### config.mk
export PLATFORM = sky130hd
export DESIGN_NAME = pid_seq
export DESIGN_NICKNAME = d
export VERILOG_FILES = /design/src/rtl/pid_seq.sv
export SDC_FILE = /design/constraint.sdc
export NUM_CORES = 1
export LEC_CHECK = 0
export CELL_PAD_IN_SITES_DETAIL_PLACEMENT = 1
export CELL_PAD_IN_SITES_GLOBAL_PLACEMENT = 2
export CORE_MARGIN = 10
export CORE_UTILIZATION = 36
export DETAILED_ROUTE_END_ITERATION = 16
export GPL_TIMING_DRIVEN = 0
export PLACE_DENSITY_LB_ADDON = 0.1
export REMOVE_ABC_BUFFERS = 1
export SYNTH_ARGS = -nofsm -noshare
export SYNTH_HDL_FRONTEND = slang
export SYNTH_SLANG_ARGS = --single-unit
### constraint.sdc
create_clock -name clk -period 2.7 [get_ports clk]
set_input_delay 0.27 -clock clk [delete_from_list [all_inputs] [get_ports clk]]
set_output_delay 0.27 -clock clk [all_outputs]
set_load 0.01 [all_outputs]
### src/rtl/pid_seq.sv
// Sample sequencer between the inertial sensor and the PID block: feeds samples,
// times the integrate strobe, captures/scales the motor command, and runs the power FSM.
module pid_seq #(
    parameter logic        fast_sim = 1'b1,
    parameter logic [15:0] VLD_TMO  = 16'd50000
) (
    input  logic        clk,
    input  logic        rst_n,
    input  logic        pwr_up,
    input  logic        rider_off,
    input  logic        vld,
    input  logic [15:0] ptch,
    input  logic [15:0] ptch_rt,
    input  logic [11:0] PID_cntrl,
    input  logic [7:0]  ss_tmr,
    output logic [15:0] ptch_q,
    output logic [15:0] ptch_rt_q,
    output logic        pid_vld,
    output logic        pid_rider_off,
    output logic [11:0] mtr_cmd,
    output logic        mtr_en,
    output logic [1:0]  state,
    output logic        ovr
);

    localparam int unsigned PW = 16;
    localparam int unsigned CW = 12;
    localparam int unsigned WW = 16;
    localparam logic [WW-1:0] WD_LIM = fast_sim ? 16'd1000 : VLD_TMO;

    typedef enum logic [1:0] {
        ST_OFF   = 2'b00,
        ST_SOFT  = 2'b01,
        ST_RUN   = 2'b10,
        ST_FAULT = 2'b11
    } state_e;

    typedef enum logic [1:0] {
        SEQ_IDLE = 2'b00,
        SEQ_VLD  = 2'b01,
        SEQ_CAP  = 2'b10
    } seq_e;

    state_e        state_q, state_d;
    seq_e          seq_q, seq_d;
    logic [PW-1:0] ptch_q_r, ptch_d;
    logic [PW-1:0] rt_q, rt_d;
    logic [PW-1:0] pend_ptch_q, pend_ptch_d;
    logic [PW-1:0] pend_rt_q, pend_rt_d;
    logic          pend_vld_q, pend_vld_d;
    logic          pid_vld_q, pid_vld_d;
    logic [CW-1:0] mtr_q, mtr_d;
    logic          mtr_en_q, mtr_en_d;
    logic          ovr_q, ovr_d;
    logic [WW-1:0] wd_q, wd_d;
    logic          wd_exp;
    logic          capture;
    logic signed [20:0] scaled_full;
    logic [CW-1:0] scaled_cmd;

    // Soft-start scaling: signed command times unsigned ramp, divided by 256.
    assign scaled_full = $signed(PID_cntrl) * $signed({1'b0, ss_tmr});
    assign scaled_cmd  = CW'(scaled_full >>> 8);
    assign wd_exp      = (wd_q == WD_LIM);

    always_comb begin
        state_d     = state_q;
        seq_d       = seq_q;
        ptch_d      = ptch_q_r;
        rt_d        = rt_q;
        pend_ptch_d = pend_ptch_q;
        pend_rt_d   = pend_rt_q;
        pend_vld_d  = pend_vld_q;
        pid_vld_d   = 1'b0;
        mtr_d       = mtr_q;
        ovr_d       = ovr_q;
        wd_d        = wd_q;
        capture     = 1'b0;

        // Power FSM: rider/power loss beats watchdog beats ramp completion.
        unique case (state_q)
            ST_OFF:   if (pwr_up && !rider_off) state_d = ST_SOFT;
            ST_SOFT,
            ST_RUN: begin
                if (!pwr_up || rider_off)                     state_d = ST_OFF;
                else if (wd_exp)                              state_d = ST_FAULT;
                else if (state_q == ST_SOFT && ss_tmr == 8'hFF) state_d = ST_RUN;
            end
            default:  if (!pwr_up) state_d = ST_OFF;
        endcase

        // Three-cycle sample sequence; a held sample starts as soon as the previous one finishes.
        unique case (seq_q)
            SEQ_IDLE: begin
                if (pend_vld_q) begin
                    ptch_d     = pend_ptch_q;
                    rt_d       = pend_rt_q;
                    pend_vld_d = 1'b0;
                    pid_vld_d  = 1'b1;
                    seq_d      = SEQ_VLD;
                end else if (vld) begin
                    ptch_d    = ptch;
                    rt_d      = ptch_rt;
                    pid_vld_d = 1'b1;
                    seq_d     = SEQ_VLD;
                end
            end
            SEQ_VLD: seq_d = SEQ_CAP;
            SEQ_CAP: begin
                seq_d   = SEQ_IDLE;
                capture = 1'b1;
            end
            default: seq_d = SEQ_IDLE;
        endcase

        if (vld && (seq_q != SEQ_IDLE || pend_vld_q)) begin
            if (!pend_vld_d) begin
                pend_vld_d  = 1'b1;
                pend_ptch_d = ptch;
                pend_rt_d   = ptch_rt;
            end else begin
                ovr_d = 1'b1;
            end
        end

        if (state_d == ST_OFF || state_d == ST_FAULT) mtr_d = '0;
        else if (capture && state_q == ST_SOFT)       mtr_d = scaled_cmd;
        else if (capture && state_q == ST_RUN)        mtr_d = PID_cntrl;

        mtr_en_d = (state_d == ST_SOFT) || (state_d == ST_RUN);

        if (vld || state_q == ST_OFF || state_q == ST_FAULT) wd_d = '0;
        else if (!wd_exp)                                    wd_d = wd_q + WW'(1);
    end

    always_ff @(posedge clk or negedge rst_n) begin
        if (!rst_n) begin
            state_q     <= ST_OFF;
            seq_q       <= SEQ_IDLE;
            ptch_q_r    <= '0;
            rt_q        <= '0;
            pend_ptch_q <= '0;
            pend_rt_q   <= '0;
            pend_vld_q  <= 1'b0;
            pid_vld_q   <= 1'b0;
            mtr_q       <= '0;
            mtr_en_q    <= 1'b0;
            ovr_q       <= 1'b0;
            wd_q        <= '0;
        end else begin
            state_q     <= state_d;
            seq_q       <= seq_d;
            ptch_q_r    <= ptch_d;
            rt_q        <= rt_d;
            pend_ptch_q <= pend_ptch_d;
            pend_rt_q   <= pend_rt_d;
            pend_vld_q  <= pend_vld_d;
            pid_vld_q   <= pid_vld_d;
            mtr_q       <= mtr_d;
            mtr_en_q    <= mtr_en_d;
            ovr_q       <= ovr_d;
            wd_q        <= wd_d;
        end
    end

    assign ptch_q        = ptch_q_r;
    assign ptch_rt_q     = rt_q;
    assign pid_vld       = pid_vld_q;
    assign mtr_cmd       = mtr_q;
    assign mtr_en        = mtr_en_q;
    assign state         = state_q;
    assign ovr           = ovr_q;
    // Integrator clear follows the live rider_off input as well as the idle states.
    assign pid_rider_off = (state_q == ST_OFF) || (state_q == ST_FAULT) || rider_off;

endmodule
**Yosys cells after proc, flatten, opt, wreduce, memory -nomap -nowiden**

Index checks and enable logic that the tools add are counted.

- $add $sub $neg: 1
- $mul: 1
- Equal/unequal tests: 12
- Muxes and demuxes: 24
- Bitwise logic cells: 1
- Reduce and logical (&&, ||, !) cells: 25

Operators by type and width:

| cell | number |
|---|---|
| $mux 16 | 6 |
| $mux 12 | 3 |
| $mul 12x9->20 | 1 |
| $add 16x1->16 const B | 1 |
| $eq 16x10->1 const B | 1 |
| $mux 2 | 7 |
| $eq 2x2->1 const B | 5 |
| $eq 8x8->1 const B | 1 |
| $logic_or 1x1->1 | 8 |
| $pmux 2 s2 | 2 |
| $eq 2x1->1 const B | 3 |
| $logic_not 2->1 | 3 |
| $mux 1 | 6 |
| $reduce_and 2->1 | 3 |
| $logic_and 1x1->1 | 5 |
| $reduce_bool 2->1 | 2 |
| $ne 3x3->1 const B | 1 |
| $reduce_bool 3->1 | 1 |
| $logic_not 1->1 | 2 |
| $ne 2x1->1 const B | 1 |
| $reduce_or 2->1 | 1 |
| $not 1->1 | 1 |

- Flip-flop bits (word level): 100
- Input port bits: 57
- Output and inout bits: 50
- Word-level logic and storage cells: 76

**Longest topological paths before layout**

- Depth after elaboration: 9
- Gate-level depth with buffers: 19
- Depth with buffers taken out: 18

**Worst setup path after synthesis**

No wires, ideal clock.

- Path type: input to register
- Start point: in PID_cntrl[10]
- End point: reg mtr_q[9], in the netlist mtr_cmd[9]
- Library setup time: 0.111 ns
- Arrival time: 4.622 ns
- Data required time: 2.589 ns
- Setup slack: -2.033 ns
- Stages: 17
- Buffers on the path: 1
- Path through: clkdlybuf4s50_2 -> nand2_1 -> fa_1 -> inv_1 -> fa_1 -> fa_1 -> inv_1 -> fa_1 -> inv_1 -> ha_1 -> nand4_1 -> nor4_2 -> a2111oi_4 -> a21oi_4 -> a31oi_1 -> nor2_1 -> a2111oi_2

- Cells in the longest elaborated chain, start to end: 3

RTL lines:

| item | line | text |
|---|---|---|
| start, declared | 14 | `input logic [11:0] PID_cntrl,` |
| $mul 12x9->20 | 62 | `assign scaled_full = $signed(PID_cntrl) * $signed({1'b0, ss_tmr});` |
| $mux 12 | 127 | `else if (capture && state_q == ST_SOFT) mtr_d = scaled_cmd;` |
| $mux 12 | 126 | `if (state_d == ST_OFF \|\| state_d == ST_FAULT) mtr_d = '0;` |
| end signal, assigned | 159 | `mtr_q <= mtr_d;` |
| end, declared | 52 | `logic [CW-1:0] mtr_q, mtr_d;` |

Every way passes these cells.
A chain may end at the register's enable or synchronous reset.

**Final worst setup path**

- Start point: in ss_tmr[3]
- End point: reg mtr_q[9], in the netlist mtr_cmd[9]

- Cells in the longest elaborated chain, start to end: 9
- Elaborated cells between the ends (all ways): 13
- Those cells by class: mul: 1; eq/ne: 2; mux: 6; reduce/logical: 4

RTL lines:

| item | line | text |
|---|---|---|
| start, declared | 15 | `input logic [7:0] ss_tmr,` |
| parallel branches: the longest is 9 deep, another holds $mul 12x9->20 | - |  |

Several ways; the timed one is not identified.

==> qor.txt <==
CLOCK TREE
-------------------------------------------------------------------------------------------------
Insertion delay of the later-clocked pin in the worst-skew pair ....................      0.35 ns
Maximum buffer depth of the clock tree .............................................            2
Clock transition at path regs ......................................................      0.08 ns
Clock tree root driver cell ........................................................ sky130_fd_sc_hd__clkbuf_16
Cts bufs inserted ..................................................................            9
H-tree depth reported by CTS .......................................................            3
Clock tree from TritonCTS ..........................................................          yes
Clock sink count ...................................................................          100

GLOBAL ROUTE
-------------------------------------------------------------------------------------------------
GRT Residual Overflow ..............................................................            0
Overall global routing resource usage ..............................................        16.5%
Global-route wire length before repair .............................................     38000 um
Vias in the first global route .....................................................         7190
Number of antenna violations at the first check in global routing ..................            1
Largest net degree at the start of global routing ..................................           59

TIMING
-------------------------------------------------------------------------------------------------
Final setup vio count ..............................................................           12
Clock tree skew after final layout .................................................    0.0126 ns
Maximum clock frequency ............................................................      241 MHz
Time the worst path needs with I/O delays and setup ................................      4.14 ns
Fraction of the cycle the final worst path needs ...................................         153%
RSZ-0062 raised after global routing ...............................................         true
Number of endpoints with negative hold slack in the final report ...................            0
Rel. slew slack ....................................................................        41.7%
Transition time of the tightest slew-check pin .....................................     0.871 ns
Max-slew violations ................................................................            0
Worst setup slack after layout .....................................................     -1.44 ns

FINISH
-------------------------------------------------------------------------------------------------
Commonest non-fill, non-tap cell in the layout ..................................... sky130_fd_sc_hd__dfrtp_1
Final-stage net count ..............................................................         1104
Filler cell count in the final layout ..............................................         2394
Growth of design area from synthesis to finish .....................................        31.7%
Area of combinational cells with multiple inputs ...................................    5280 um^2
Share of post-route cells with drive strength above 1 ..............................        22.8%
Number of cells in the finished layout apart from fillers ..........................         1217
Storage element area ...............................................................    2500 um^2
Cell area after layout .............................................................   10400 um^2
Leading cell types in the layout, fill and taps excluded ........................... 99 x sky130_fd_sc_hd__dfrtp_1, 96 x sky130_fd_sc_hd__inv_1, 85 x sky130_fd_sc_hd__clkdlybuf4s50_1, 73 x sky130_fd_sc_hd__nor2_1, 70 x sky130_fd_sc_hd__fa_1

DIE
-------------------------------------------------------------------------------------------------
Die boundary width .................................................................       168 um
Core region area ...................................................................   21800 um^2
I/O pins ...........................................................................          107
Number of core rows ................................................................           54
Initial cell density of the core ...................................................        36.4%
Vertical die dimension .............................................................       168 um
Die footprint ......................................................................   28300 um^2

JOB
-------------------------------------------------------------------------------------------------
MaxCap Viol Count ..................................................................            0

CRITICAL PATH
-------------------------------------------------------------------------------------------------
Most numerous cell on the critical path ............................................ sky130_fd_sc_hd__fa_1
Endpoint arrival time on the critical path .........................................      4.39 ns
Category of the worst setup path launch point ......................................    input pin
Crit-path max cell delay ...........................................................      0.55 ns
Crit-path leading delay family .....................................................  adder cells
CP endpoint kind ...................................................................    flip-flop
Required @ worst endpoint ..........................................................      2.94 ns
Depth of the worst register-to-register path .......................................            9
WP depth ...........................................................................           18
Max FO, Critical Path ..............................................................            5
Buffers & Inverters on Critical Path ...............................................            5
Cell breakdown of the critical path ................................................ buf_12 > nand2_4 > fa_1 > inv_2 > fa_1 > fa_1 > inv_2 > fa_1 > inv_2 > ha_4 > nand4_1 > buf_4 > o22ai_4 > a2111oi_4 > a21oi_4 > a31oi_4 > nor2_2 > a2111oi_4
Critical path class ................................................................       in2reg
Max stage delay cell, worst path ................................................... sky130_fd_sc_hd__fa_1

ROUTE
-------------------------------------------------------------------------------------------------
DR vias ............................................................................         6074
Avg WL per Cell ....................................................................      18.9 um
Remaining routing DRC violations ...................................................            0
Total wire length after detailed routing ...........................................     23100 um
Pre-antenna DRT Iters ..............................................................            4
1st-iter DRT viols .................................................................          179
Residual antenna-violating net count after detailed routing ........................            0
Post-detailed-route via-to-cell ratio ..............................................         4.99

YOSYS
-------------------------------------------------------------------------------------------------
Share of synthesized area occupied by flip-flops and latches .......................        31.6%
Ys async rst share .................................................................         100%
Synthesized instance count .........................................................          806
Count of warnings emitted by yosys .................................................            0
Number of register bits inferred by synthesis ......................................          100
Summed instance area of the synthesized netlist ....................................    7920 um^2
Mean instance size in the synthesized netlist ......................................    9.82 um^2
Number of flops mapped to enable cells by yosys ....................................            0
Number of distinct library cell variants in the gate-level netlist after synthesis .           62
Flip-flop cell with the highest count after synthesis .............................. sky130_fd_sc_hd__dfrtp_1

STATUS
-------------------------------------------------------------------------------------------------
Run status ......................................................................... complete, but fails checks
Violations in the final reports .................................................... negative setup slack

PLACE
-------------------------------------------------------------------------------------------------
Global placer's final weighted congestion ..........................................        0.797
Inst Count DP ......................................................................         1159
Post-place instance area ...........................................................    9240 um^2
Port bufs ..........................................................................          106
Half-perimeter wire length of the detailed placement result ........................     16800 um

PWR
-------------------------------------------------------------------------------------------------
Total power density per cell area .................................................. 1030 nW/um^2
Switching power ....................................................................      4.48 mW
Switching share of total power .....................................................        41.7%
Part of the power in registers .....................................................        22.0%
Clk pwr share ......................................................................        11.7%
Internal Power .....................................................................      6.26 mW
Proportion of power drawn by combinational gates ...................................        66.4%
Static leakage power ...............................................................      4.67 nW
Worst-case vdd ir drop .............................................................     0.452 mV

WORST HOLD PATH
-------------------------------------------------------------------------------------------------
Class of the tightest hold or removal check ........................................     in2async

sequential cells by signal, summed over array words and instances (netlist names), 2 cells and up:
register / cells
ptch_q: 16
mtr_cmd: 12
pend_ptch_q: 16
seq_q: 2
ptch_rt_q: 16
pend_rt_q: 16
state: 2
wd_q: 16
power by group through the flow:
stage               Clock (mW)  Combinational (mW)  Sequential (mW)
detailed placement           0                5.45             2.40
finish                    1.25                7.13             2.36
global placement             0                5.06             2.45
floorplan                    0                3.49             2.50
CTS                       1.30                6.83             2.37
global route              1.36                7.87             2.44
worst paths after layout:
check,from,to,slack (ns)
min in group clk,PID_cntrl[2],mtr_cmd[2]$_DFFE_PN0P_,0.24
hold reg to reg,seq_q[1]$_DFFE_PN0P_,seq_q[1]$_DFFE_PN0P_,0.44
hold / removal,rst_n,mtr_cmd[0]$_DFFE_PN0P_,0.003
setup reg to reg,state[0]$_DFF_PN0_,mtr_cmd[10]$_DFFE_PN0P_,0.44
max in group asynchronous,rst_n,pend_vld_q$_DFF_PN0_,1.98
setup / recovery,ss_tmr[3],mtr_cmd[9]$_DFFE_PN0P_,-1.44
cells by family (layout without fill, tap and decap cells):
family	Yosys count	after routing	share of synthesized area (%)
mux	66	66	8.85
simple gates	240	240	14.7
flops	100	100	31.6
other cells	0	1	0
xor+xnor	29	29	3.21
buf+inv	148	278	7.28
fa+ha+maj	117	117	25.6
compound gates	106	106	8.83
per-layer routing:
metal,up-vias,track usage (%),share of wire [%]
met5,-,0,0
met4,0,2.31,0.46
met3,11,4.24,4.7
met2,83,29.7,52
met1,3138,19.5,42
li1,2842,-,-
synthesized netlist by cell type (6+ instances only):
cell type                  number  area, um^2
sky130_fd_sc_hd__a211oi_1       8        60.1
sky130_fd_sc_hd__a21oi_1       51         255
sky130_fd_sc_hd__and2_1        47         294
sky130_fd_sc_hd__and2_2         6        45.0
sky130_fd_sc_hd__clkbuf_1      26        97.6
sky130_fd_sc_hd__dfrtp_1      100        2500
sky130_fd_sc_hd__fa_1          75        1500
sky130_fd_sc_hd__ha_1          41         513
sky130_fd_sc_hd__inv_1        112         420
sky130_fd_sc_hd__mux2_2        32         360
sky130_fd_sc_hd__mux2i_1       34         340
sky130_fd_sc_hd__nand2_1       70         263
sky130_fd_sc_hd__nand3_1       13        65.1
sky130_fd_sc_hd__nor2_1        75         282
sky130_fd_sc_hd__o21ai_0       10        50.1
sky130_fd_sc_hd__xnor2_1       11        96.3
sky130_fd_sc_hd__xor2_1        18         158
area by class of cell:
class / count / area share (%)
Clock inverter: 5 / 0.396
Sequential cell: 100 / 24.0
Clock buffer: 11 / 2.33
Timing Repair Buffer: 150 / 15.2
Tap cell: 280 / 3.36
Multi-Input combinational cell: 558 / 50.6
Antenna cell: 1 / 0.0240
Inverter: 112 / 4.06
worst register-to-register path: cells and delay by family (launching register included):
kind / cells / cell delay, ns
fa+ha+maj: 1 / 0.26
simple gates: 2 / 0.30
compound gates: 4 / 0.86
buf+inv: 1 / 0.10
flops: 1 / 0.48
mux: 1 / 0.15
metrics by stage:
stage	setup WS [ns]	hold slack, ns	power (mW)	utilization [%]	setup TNS (ns)
after floorplan	-1.63	-0.0256	5.99	-	-53.74
after global placement	-2.91	0.423	7.51	42.2	-399.66
after detailed placement	-3.01	0.406	7.84	42.5	-32.21
after CTS	-1.41	0.0256	10.5	47.4	-13.80
after global routing	-1.60	0.0588	11.7	47.9	-16.78
final	-1.44	0.00345	10.7	47.9	-14.62
what timing repair did:
item,CTS,global route
hold buffers,0,0
setup endpoints to repair,12,12
pin swaps,67,21
gates resized for setup,253,17
buffers inserted,34,6
cloned,1,0
Note: power is estimated with default switching activity, not from simulation.
